`config.mk`:
```
export PLATFORM = sky130hd
export DESIGN_NAME = f5_packer
export DESIGN_NICKNAME = d
export VERILOG_FILES = /design/src/rtl/f5_packer.sv
export SDC_FILE = /design/constraint.sdc
export NUM_CORES = 1
export LEC_CHECK = 0
export ABC_AREA = 1
export CORE_ASPECT_RATIO = 1.75
export CORE_UTILIZATION = 50
export CTS_CLUSTER_DIAMETER = 200
export CTS_CLUSTER_SIZE = 12
export DETAILED_ROUTE_END_ITERATION = 10
export HOLD_SLACK_MARGIN = 0.1
export PLACE_DENSITY = 0.7
export REMOVE_ABC_BUFFERS = 1
export SETUP_SLACK_MARGIN = 0.5
export SKIP_LAST_GASP = 1
export SLEW_MARGIN = 20
export SYNTH_ARGS = -nofsm -noshare
export SYNTH_HDL_FRONTEND = slang
export SYNTH_SLANG_ARGS = --single-unit
export TNS_END_PERCENT = 20
```
`constraint.sdc`:
```
create_clock -name clk -period 2.2 [get_ports clk]
set_clock_uncertainty 0.15 [all_clocks]
set_input_delay 0.44 -clock clk [delete_from_list [all_inputs] [get_ports clk]]
set_output_delay 0.44 -clock clk [all_outputs]
set_load 0.02 [all_outputs]
```
`src/rtl/f5_packer.sv`:
```
// f5_packer: packs a stream of F5 results into 256-bit words for the F5 feature RAM write port
module f5_packer #(
   parameter int DATA_W  = 16,
   parameter int LANES   = 16,
   parameter int ADDR_W  = 5,
   parameter int NUM_OUT = 120
) (
   input  logic                      clk,
   input  logic                      rst,
   input  logic                      start,
   input  logic                      in_valid,
   input  logic [DATA_W-1:0]         in_data,
   output logic                      in_ready,
   output logic [ADDR_W-1:0]         f5_waddr,
   output logic [DATA_W*LANES-1:0]   f5_wdata,
   output logic                      f5_wr_en,
   output logic                      busy,
   output logic                      done
);
   localparam int LW = (LANES > 1) ? $clog2(LANES) : 1;
   localparam int EW = $clog2(NUM_OUT + 1);

   typedef enum logic [1:0] {IDLE, PACK, DONE} state_t;

   state_t                          r_state;
   logic [LANES-1:0][DATA_W-1:0]    r_buf;
   logic [LANES-1:0][DATA_W-1:0]    w_buf;
   logic [LW-1:0]                   r_lane;
   logic [EW-1:0]                   r_elem;
   logic [ADDR_W-1:0]               r_word;
   logic                            w_acc;
   logic                            w_last;
   logic                            w_flush;

   assign w_acc   = (r_state == PACK) && in_valid && in_ready;
   assign w_last  = r_elem == EW'(NUM_OUT - 1);
   assign w_flush = w_acc && (r_lane == LW'(LANES - 1) || w_last);

   // buffer as it looks with the current input merged into its lane
   always_comb begin
      w_buf         = r_buf;
      w_buf[r_lane] = in_data;
   end

   // frame FSM: lane packing, word flush strobes and status outputs
   always_ff @(posedge clk) begin
      if (rst) begin
         r_state  <= IDLE;
         r_buf    <= '0;
         r_lane   <= '0;
         r_elem   <= '0;
         r_word   <= '0;
         in_ready <= 1'b0;
         f5_waddr <= '0;
         f5_wdata <= '0;
         f5_wr_en <= 1'b0;
         busy     <= 1'b0;
         done     <= 1'b0;
      end else begin
         f5_wr_en <= 1'b0;
         done     <= 1'b0;
         case (r_state)
            IDLE: if (start) begin
               r_state  <= PACK;
               in_ready <= 1'b1;
               busy     <= 1'b1;
               r_buf    <= '0;
               r_lane   <= '0;
               r_elem   <= '0;
               r_word   <= '0;
            end
            PACK: if (w_acc) begin
               r_elem <= r_elem + 1'b1;
               r_lane <= w_flush ? '0 : r_lane + 1'b1;
               r_buf  <= w_flush ? '0 : w_buf;
               if (w_flush) begin
                  f5_wr_en <= 1'b1;
                  f5_waddr <= r_word;
                  f5_wdata <= w_buf;
                  r_word   <= r_word + 1'b1;
               end
               if (w_last) begin
                  in_ready <= 1'b0;
                  r_state  <= DONE;
               end
            end
            DONE: begin
               r_state <= IDLE;
               busy    <= 1'b0;
               done    <= 1'b1;
            end
            default: r_state <= IDLE;
         endcase
      end
   end
endmodule
```
== After elaboration in Yosys (flattened, before gate mapping) ==
Cells that the tools add are included.

* Word-level logic and storage cells: 85
* Output and inout port bits: 265
* Input port bits: 20
* Bits in registers: 539

* Bitwise operators: 2
* Add/sub/neg operators: 3
* Mux-type cells: 29
* Equality and inequality tests: 8
* Magnitude comparators: 2
* Reductions and logical operators: 15

{| class="wikitable"
|+ Operators by type and width
! operator !! count
|-
| $mux W256 || 3
|-
| $pmux W256 S2 || 1
|-
| $bwmux W256 || 1
|-
| $demux W16 S4 || 1
|-
| $mux W16 || 1
|-
| $mux W5 || 3
|-
| $mux W7 || 2
|-
| $pmux W7 S2 || 1
|-
| $mux W4 || 3
|-
| $pmux W5 S2 || 1
|-
| $reduce_and A3 Y1 || 3
|-
| $ne A2 B2 Y1 const B || 4
|-
| $pmux W4 S2 || 1
|-
| $reduce_and A4 Y1 || 2
|-
| $add A7 B1 Y7 const B || 1
|-
| $eq A7 B7 Y1 const B || 1
|-
| $mux W2 || 3
|-
| $add A5 B1 Y5 const B || 1
|-
| $lt A4 B5 Y1 const B || 1
|-
| $mux W1 || 5
|-
| $add A4 B1 Y4 const B || 1
|-
| $eq A4 B4 Y1 const B || 1
|-
| $ge A4 B1 Y1 const B || 1
|-
| $logic_and A1 B1 Y1 || 4
|-
| other kinds (10) || 13
|}

== Longest topological paths before layout ==
* Depth after elaboration: 8
* Mapped depth: 11
* Gate-level depth less buffers: 11

== Worst setup path before layout ==
No wires, ideal clock.

* Path type: register to register
* From: register r_elem[0]
* To: register r_buf[111] in the netlist's numbering
* Library setup time: 0.117 ns
* Period minus slack after synthesis: 1.772 ns
* Arrival: 1.505 ns
* Required time: 1.933 ns
* Setup slack: 0.428 ns
* Path buffers: 1
* Stages on the path, launching flop included: 12
* Cell sequence: dfxtp_1 > ha_1 > nand2_1 > nor2_2 > nand2_1 > nand2_4 > nand2_8 > nand2_1 > nand2_2 > nand2_4 > buf_6 > nor2_1

* Cells in the longest elaborated chain, start to end: 6

{| class="wikitable"
|+ RTL lines
! element !! RTL line !! text
|-
| start: declaration || 29 || <nowiki>logic [EW-1:0] r_elem;</nowiki>
|-
| start signal: assignment || 73 || <nowiki>r_elem <= r_elem + 1'b1;</nowiki>
|-
| $eq A7 B7 Y1 || 36 || <nowiki>assign w_last = r_elem == EW'(NUM_OUT - 1);</nowiki>
|-
| $logic_or A1 B1 Y1 || 37 || <nowiki>assign w_flush = w_acc && (r_lane == LW'(LANES - 1) || w_last);</nowiki>
|-
| $logic_and A1 B1 Y1 || 37 ||
|-
| $mux W256 || 75 || <nowiki>r_buf <= w_flush ? '0 : w_buf;</nowiki>
|-
| $mux W256 || 72 || <nowiki>PACK: if (w_acc) begin</nowiki>
|-
| $pmux W256 S2 || 62 || <nowiki>case (r_state)</nowiki>
|-
| end signal: assignment || 75 ||
|-
| end: declaration || 26 || <nowiki>logic [LANES-1:0][DATA_W-1:0] r_buf;</nowiki>
|}

Every way passes these cells. The select of a mux whose other input is x is not followed.
A chain may end at the register's enable or synchronous reset.

== Worst setup path in the final report ==
* From: register r_elem[0]
* To: register f5_wdata[233]

* Cells in the longest elaborated chain, start to end: 4

{| class="wikitable"
|+ RTL lines
! element !! RTL line !! text
|-
| $eq A7 B7 Y1 || 36 ||
|-
| $logic_or A1 B1 Y1 || 37 ||
|-
| $logic_and A1 B1 Y1 || 37 ||
|-
| $reduce_and A3 Y1 (no line) || n/a ||
|-
| end signal: assignment || 79 || <nowiki>f5_wdata <= w_buf;</nowiki>
|-
| end: declaration || 15 || <nowiki>output logic [DATA_W*LANES-1:0] f5_wdata,</nowiki>
|}

Every way passes these cells.

==> run metrics <==
gr ovfl total 0; Netlist cell types 33; hold depth 3; hold path startpoint rst; Vias/cell 5.599; CP required around 2.5 ns; critical path class register to register; clock root buffer clkbuf_16; Final Hold Viols 0; reg2reg setup slack 0.24 ns; clk sink count approximately 540; initial DRC count 2139; Final Critical Period between 1.5 and 2 ns; detailed placement HPWL approximately 42000 µm; register area share after synthesis about 50%; commonest cells in the netlist nand2_1 (787), nor2_1 (541), dfxtp_1 (539); slowest CP cell dfxtp_4; CTS Buffer Depth 3; area grow syn2layout 32.17%; Peak VDD IR ~0.52 mV; critical-path maximum fanout 14; Comb power frac approximately 7.2%; Yosys top cell area share approximately 50%; RSZ-0062 raised after global routing yes; Yosys top cell by area dfxtp_1; most frequent cell after synthesis nand2_1; nets@finish about 3300; final wirelength between 70000 and 80000 µm; PortBufs 284; starting density of the core between 50% and 60%; Final Slew Violations 0; reg2reg path depth 11; Int Power 14.47 mW; Post-Place Cell Area between 20000 and 30000 µm²; routability cong. ~0.85; CP Cell Sequence ha_4, nand2_4, nor2_4, nand2_4, nand2_8, buf_12, nand2_8, buf_16, o21ai_0, buf_4, nor2_1; CP Buf/Inv Count 3; largest net degree at the start of global routing roughly 120; Num CTS Buffers 50; Ports roughly 290; CTS Hold Bufs 0; final setup vio count 0; register share of total power ~52%; status complete, no violations; routed len/inst between 15 and 20 µm; final core occ ~67%; vias in the first global route 19660; Clock Power Share between 40 and 50%; switching part of the total a little under a quarter; # DRC 0; register area roughly 11000 µm²; leak pwr 11.40 nW; Hold Path End r_buf[154]; CP top delay family simple AND/OR/NAND/NOR gates; layout cells sized above 1 ~14%; max cap viols 0; pwr dens roughly 660 nW/µm²; final period utilization 89.12%; Rows 100; main area contributors after synthesis dfxtp_1 (50%), nand2_1 (14%), o21ai_0 (12%), nor2_1 (9.4%), a21oi_1 (6.2%); area of the multi-input gates approximately 10000 µm²; initial antenna violation count 0; Total GRT Usage roughly 29%; register bit count reported by yosys about 540; die area between 40000 and 50000 µm²; yosys warns 0; Die W about 160 µm; # diodes 0; Least-Margin Pin Slew 0.7476 ns; Core Region between 40000 and 50000 µm²; Post-synth EDFFs 0; Clock Pin Slew Worst Setup and Hold Paths roughly 0.06 ns; TritonCTS clock tree done; Cells after Synth 2986; Die Ht between 200 and 300 µm; global-route wire length before repair ~100000 µm; R2R Path End f5_wdata[233]; HP Class primary input to register; Synth Flop Type dfxtp_1; dpl cells 3745; mean post-synth cell area roughly 7 µm²; First-pass DRT Iterations 8; Startpoint Class register; Worst EP arrival between 2 and 2.5 ns; Slew HR 50.16%; Post-DRT Antenna Nets 0; CP Capture Type register; ys async rst share 0%; CTS H-tree depth 2; fill count 3684; overall power around 19 mW; clk_lat worst skew ~0.57 ns; Non-Filler Instances 3852; Crit path largest cell delay roughly 0.37 ns; worst r2r src r_elem[0]; FMAX slightly above 500 MHz; design area between 20000 and 30000 µm²; post-synthesis cell area between 20000 and 25000 µm²; P_sw around 4.4 mW; Via Count 21570
==> placed cells by master, fill, tap and decap left out, types with 3 or more instances in the layout <==
master           Yosys  layout
a21oi_1            268     264
a21oi_2              0       4
buf_12               0      73
buf_16               0       9
buf_4               17     120
buf_6               21      17
clkbuf_16            0      71
clkdlybuf4s50_1      0      18
dfxtp_1            539     500
dfxtp_2              0      34
dfxtp_4              0       5
dlygate4sd2_1        0     226
ha_4                 0       4
inv_1               32      29
inv_2                4       5
mux2i_1              3       3
nand2_1            787     781
nand2_2              2       3
nand2_4              4       6
nand2_8              1       8
nand3_1             17      10
nand3_2              0       5
nand4_1              4       4
nor2_1             541     497
nor2_2               3      31
nor2_4               0      16
o211a_1             13      13
o21ai_0            502     403
o21ai_1              8      86
o21ai_2              0      21
==> per-layer routing <==
| layer | vias to the layer above | part of all wire [%] | global-route usage [%] |
|---|---|---|---|
| li1 | 10240 | - | - |
| met1 | 10130 | 36 | 32.59 |
| met2 | 986 | 52 | 52.60 |
| met3 | 210 | 6.0 | 2.935 |
| met4 | 0 | 5.9 | 17.41 |
| met5 | - | 0 | 0 |
==> worst register-to-register path, stage by stage, from the launching register on <==
cell and delay, ns:
dfxtp_4 0.37, ha_4 0.16, nand2_4 0.07, nor2_4 0.16
nand2_4 0.09, nand2_8 0.10, buf_12 0.12, nand2_8 0.09
buf_16 0.19, o21ai_0 0.17, buf_4 0.16, nor2_1 0.04
==> registers in the layout (all words and copies together), names as in the netlist <==
signal    count
r_elem        7
f5_wdata    256
f5_waddr      5
r_lane        4
f5_wr_en      1
in_ready      1
done          1
r_buf       256
r_state       2
r_word        5
busy          1
==> timing repair <==
item                       CTS  global route
setup endpoints to repair  795           765
setup buffers               14            10
pin swaps                    5            29
resized for setup          508           220
cloned                       3            26
==> worst max-delay path by stage <==
stage / start / to / slack (ns) / cells after the start
after floorplan: in_valid / in_ready / -3.95 / 5
after global placement: in_valid / f5_wdata[99] / -0.21 / 7
after detailed placement: in_valid / f5_wdata[99] / -0.20 / 7
after CTS: r_elem[1] / f5_wdata[128] / 0.29 / 11
after global routing: r_elem[0] / f5_wdata[1] / 0.15 / 10
final: r_elem[0] / f5_wdata[233] / 0.24 / 11
==> cell type report <==
class,count,area share [%]
flip-flops and latches,539,38.11
repair buffers,485,19.16
well taps,561,2.465
multi-input cells,2175,34.99
clock buffers,54,4.672
inverters,38,0.5889
==> power groups by stage <==
stage | sequential, mW | clock (mW) | combinational [mW]
floorplan | 10.0 | 0 | 0.521
global placement | 10.0 | 0 | 1.22
detailed placement | 10.0 | 0 | 1.23
CTS | 9.83 | 7.81 | 1.25
global route | 9.83 | 8.16 | 1.44
finish | 9.84 | 7.69 | 1.36
==> cell families (layout without fill, tap and decap cells) <==
logic type,after synthesis,after routing,synth area share [%]
simple gates,1369,1373,24.52
compound gates,791,791,18.68
flops,539,539,50.09
buf+inv,276,577,6.145
fa+ha+maj,6,6,0.3485
mux,3,3,0.1394
xor+xnor,2,2,0.08133
==> through the flow <==
| stage | worst slack, ns | hold slack, ns | setup TNS (ns) |
|---|---|---|---|
| detailed placement | -0.1956 | 0.3038 | -27.06 |
| CTS | 0.2878 | 0.1791 | 0 |
| floorplan | -3.954 | 0.2731 | -1441.03 |
| global route | 0.1489 | 0.2001 | 0 |
| finish | 0.2394 | 0.1993 | 0 |
| global placement | -0.2088 | 0.2809 | -26.32 |
Note: power is estimated with default switching activity, not from simulation.
==> patch (same settings) <==
The parameter `NUM_OUT` goes from 120 to 240.
--- a/src/rtl/f5_packer.sv
+++ b/src/rtl/f5_packer.sv
@@ -3,7 +3,7 @@
    parameter int DATA_W  = 16,
    parameter int LANES   = 16,
    parameter int ADDR_W  = 5,
-   parameter int NUM_OUT = 120
+   parameter int NUM_OUT = 240
 ) (
    input  logic                      clk,
    input  logic                      rst,
Function: not settled (the Yosys comparison gave no result); the edit may change what the design does.
==> patch against the original RTL <==
Non-clock buffer count increased by 25. Die area decreased by 0.35%. Sequential cell count increased by 1. Design area increased by 0.65%. Power increased by 0.23%. Routed wire length increased by 0.60%. Worst setup slack got worse by 79 ps. Area after synthesis decreased by 0.35%.
==> patch: results (changes against the original RTL) <==
run_status:
  status: "completed"
placed_design:
  post_dp_cell_area_sq_um: 25700  # -0.93%
  hpwl_microns: 40900  # -3.1%
  placed_cells: 3730  # -0.40%
  dp_slack_ps: -105  # +90.2 ps
  gp_congestion: 0.809  # -5.1%
sta:
  period_share_pct: 92.7  # +3.6 points
  worstMarginPinSlew_ps: 718  # -29.2 ps
grt:
  grt_pass1_wl_microns: 99800  # -3.3%
  grt_pass1_vias: 19722  # +0.34%
  grt_max_degree: 93  # -21%
  grtUsageTotal_pct: 28.7  # -0.32 points
logic_synthesis:
  postSynthAreaPerCell_sq_um: 7.20  # -0.25%
  ys_top_cells_by_area: "dfxtp_1 50%, nand2_1 14%, o21ai_0 11%"
  synth_common_cells: "780 x nand2_1, 542 x nor2_1, 540 x dfxtp_1"
  netlist-cell-type-count: 29  # -12%
  ys_seq_area_share_pct: 50.4  # +0.27 points
power:
  pwr-share-clk_pct: 40.9  # +0.2 points
  p_int_mw: 14.5  # +0.24%
  peakVddDrop_uv: 797  # +52%
  p_leak_nw: 11.3  # -0.54%
route:
  num_vias: 21556  # -0.051%
  wire_per_inst_microns: 18.2  # +0.11%
  dr.pass1.iters: 6  # -2
  drtIter0Drc: 1957  # -8.5%
worst_hold_path:
  hold_depth: 4  # +1
  hold_path_class: "input port to flop"
  min_to: "r_word[4]"
finish:
  reg.largest.list: "f5_wdata x256, r_buf x256, r_elem x8"
  drive_gt1_share_pct: 19.1  # +5.5 points
  fillers: 3539  # -3.9%
  num-nets-final: 3335  # +0.60%
  finalNonFillerCells: 3871  # +0.49%
worst_setup_path:
  cp_slowest_cell: "dfxtp_1"
  critPathTopFamily: "buffers and inverters"
  worstPathArrival_ps: 2400  # +130 ps
  rrSetupSlack_ps: 160  # -80 ps
  reg2reg_from: "r_elem[4]"
  critPathMaxStageDelay_ps: 420  # +50 ps
  crit_fanout: 9  # -5
  r2r_cells: 12  # +1
  r2r-end: "r_buf[168]"
## patch: cell types whose count changed after synthesis, moves of 6 or more
| cell | change |
|---|---|
| o21ai_1 | +47 |
| buf_6 | -19 |
| buf_4 | +28 |
| o21ai_0 | -42 |
| clkbuf_1 | -9 |
| nand2_1 | -7 |
| inv_1 | -6 |
## patch: how the worst max path moves through the flow
| stage | startpoint | endpoint | cells past startpoint |
|---|---|---|---|
| 4_1_cts | r_elem[1] | r_buf[25] | 12 |
| 3_5_place_dp | in_valid | r_buf[164] | 9 |
| 3_3_place_gp | in_valid | f5_wdata[78] | 7 |
| 5_1_grt | r_elem[4] | r_buf[168] | 12 |
| 6_report | r_elem[4] | r_buf[168] | 12 |
| 2_1_floorplan | r_lane[0] | f5_waddr[3] | 7 |
## patch: timing repair
action,CTS,global route
pin swaps,9,81
gates resized for setup,854,276
hold endpoints to repair,0,0
setup endpoints to repair,793,689
gates cloned,7,36
buffers inserted,25,20
## patch: tightest hold or removal path: cells and delay by family
kind / cells / cell delay (ps)
buffers and inverters: 2 / 250
and+or+nand+nor: 2 / 120
## patch: cells by family after synthesis
kind of cell | count (synthesis) | share of synthesized area (%)
xor+xnor | 3 | 0.122
flops | 540 | 50.4
mux | 5 | 0.233
buf+inv | 273 | 5.90
compound gates | 795 | 18.8
fa+ha+maj | 6 | 0.350
simple gates | 1361 | 24.2
## patch: final cells by class
cell class,count,area (sq um),share of cell area [%]
tap,561,702,2.45
clock buffer,53,1330,4.63
multi-input combinational,2171,10000,35.0
timing repair buffer,510,5590,19.5
sequential,540,10900,37.9
inverter,36,155,0.541
## patch: metal layers
| layer | GRT usage, % | wire length, microns |
|---|---|---|
| met1 | 32.7 | 26200 |
| met2 | 51.3 | 36700 |
| met3 | 3.17 | 4160 |
| met4 | 15.5 | 3410 |
| met5 | 0 | 0 |
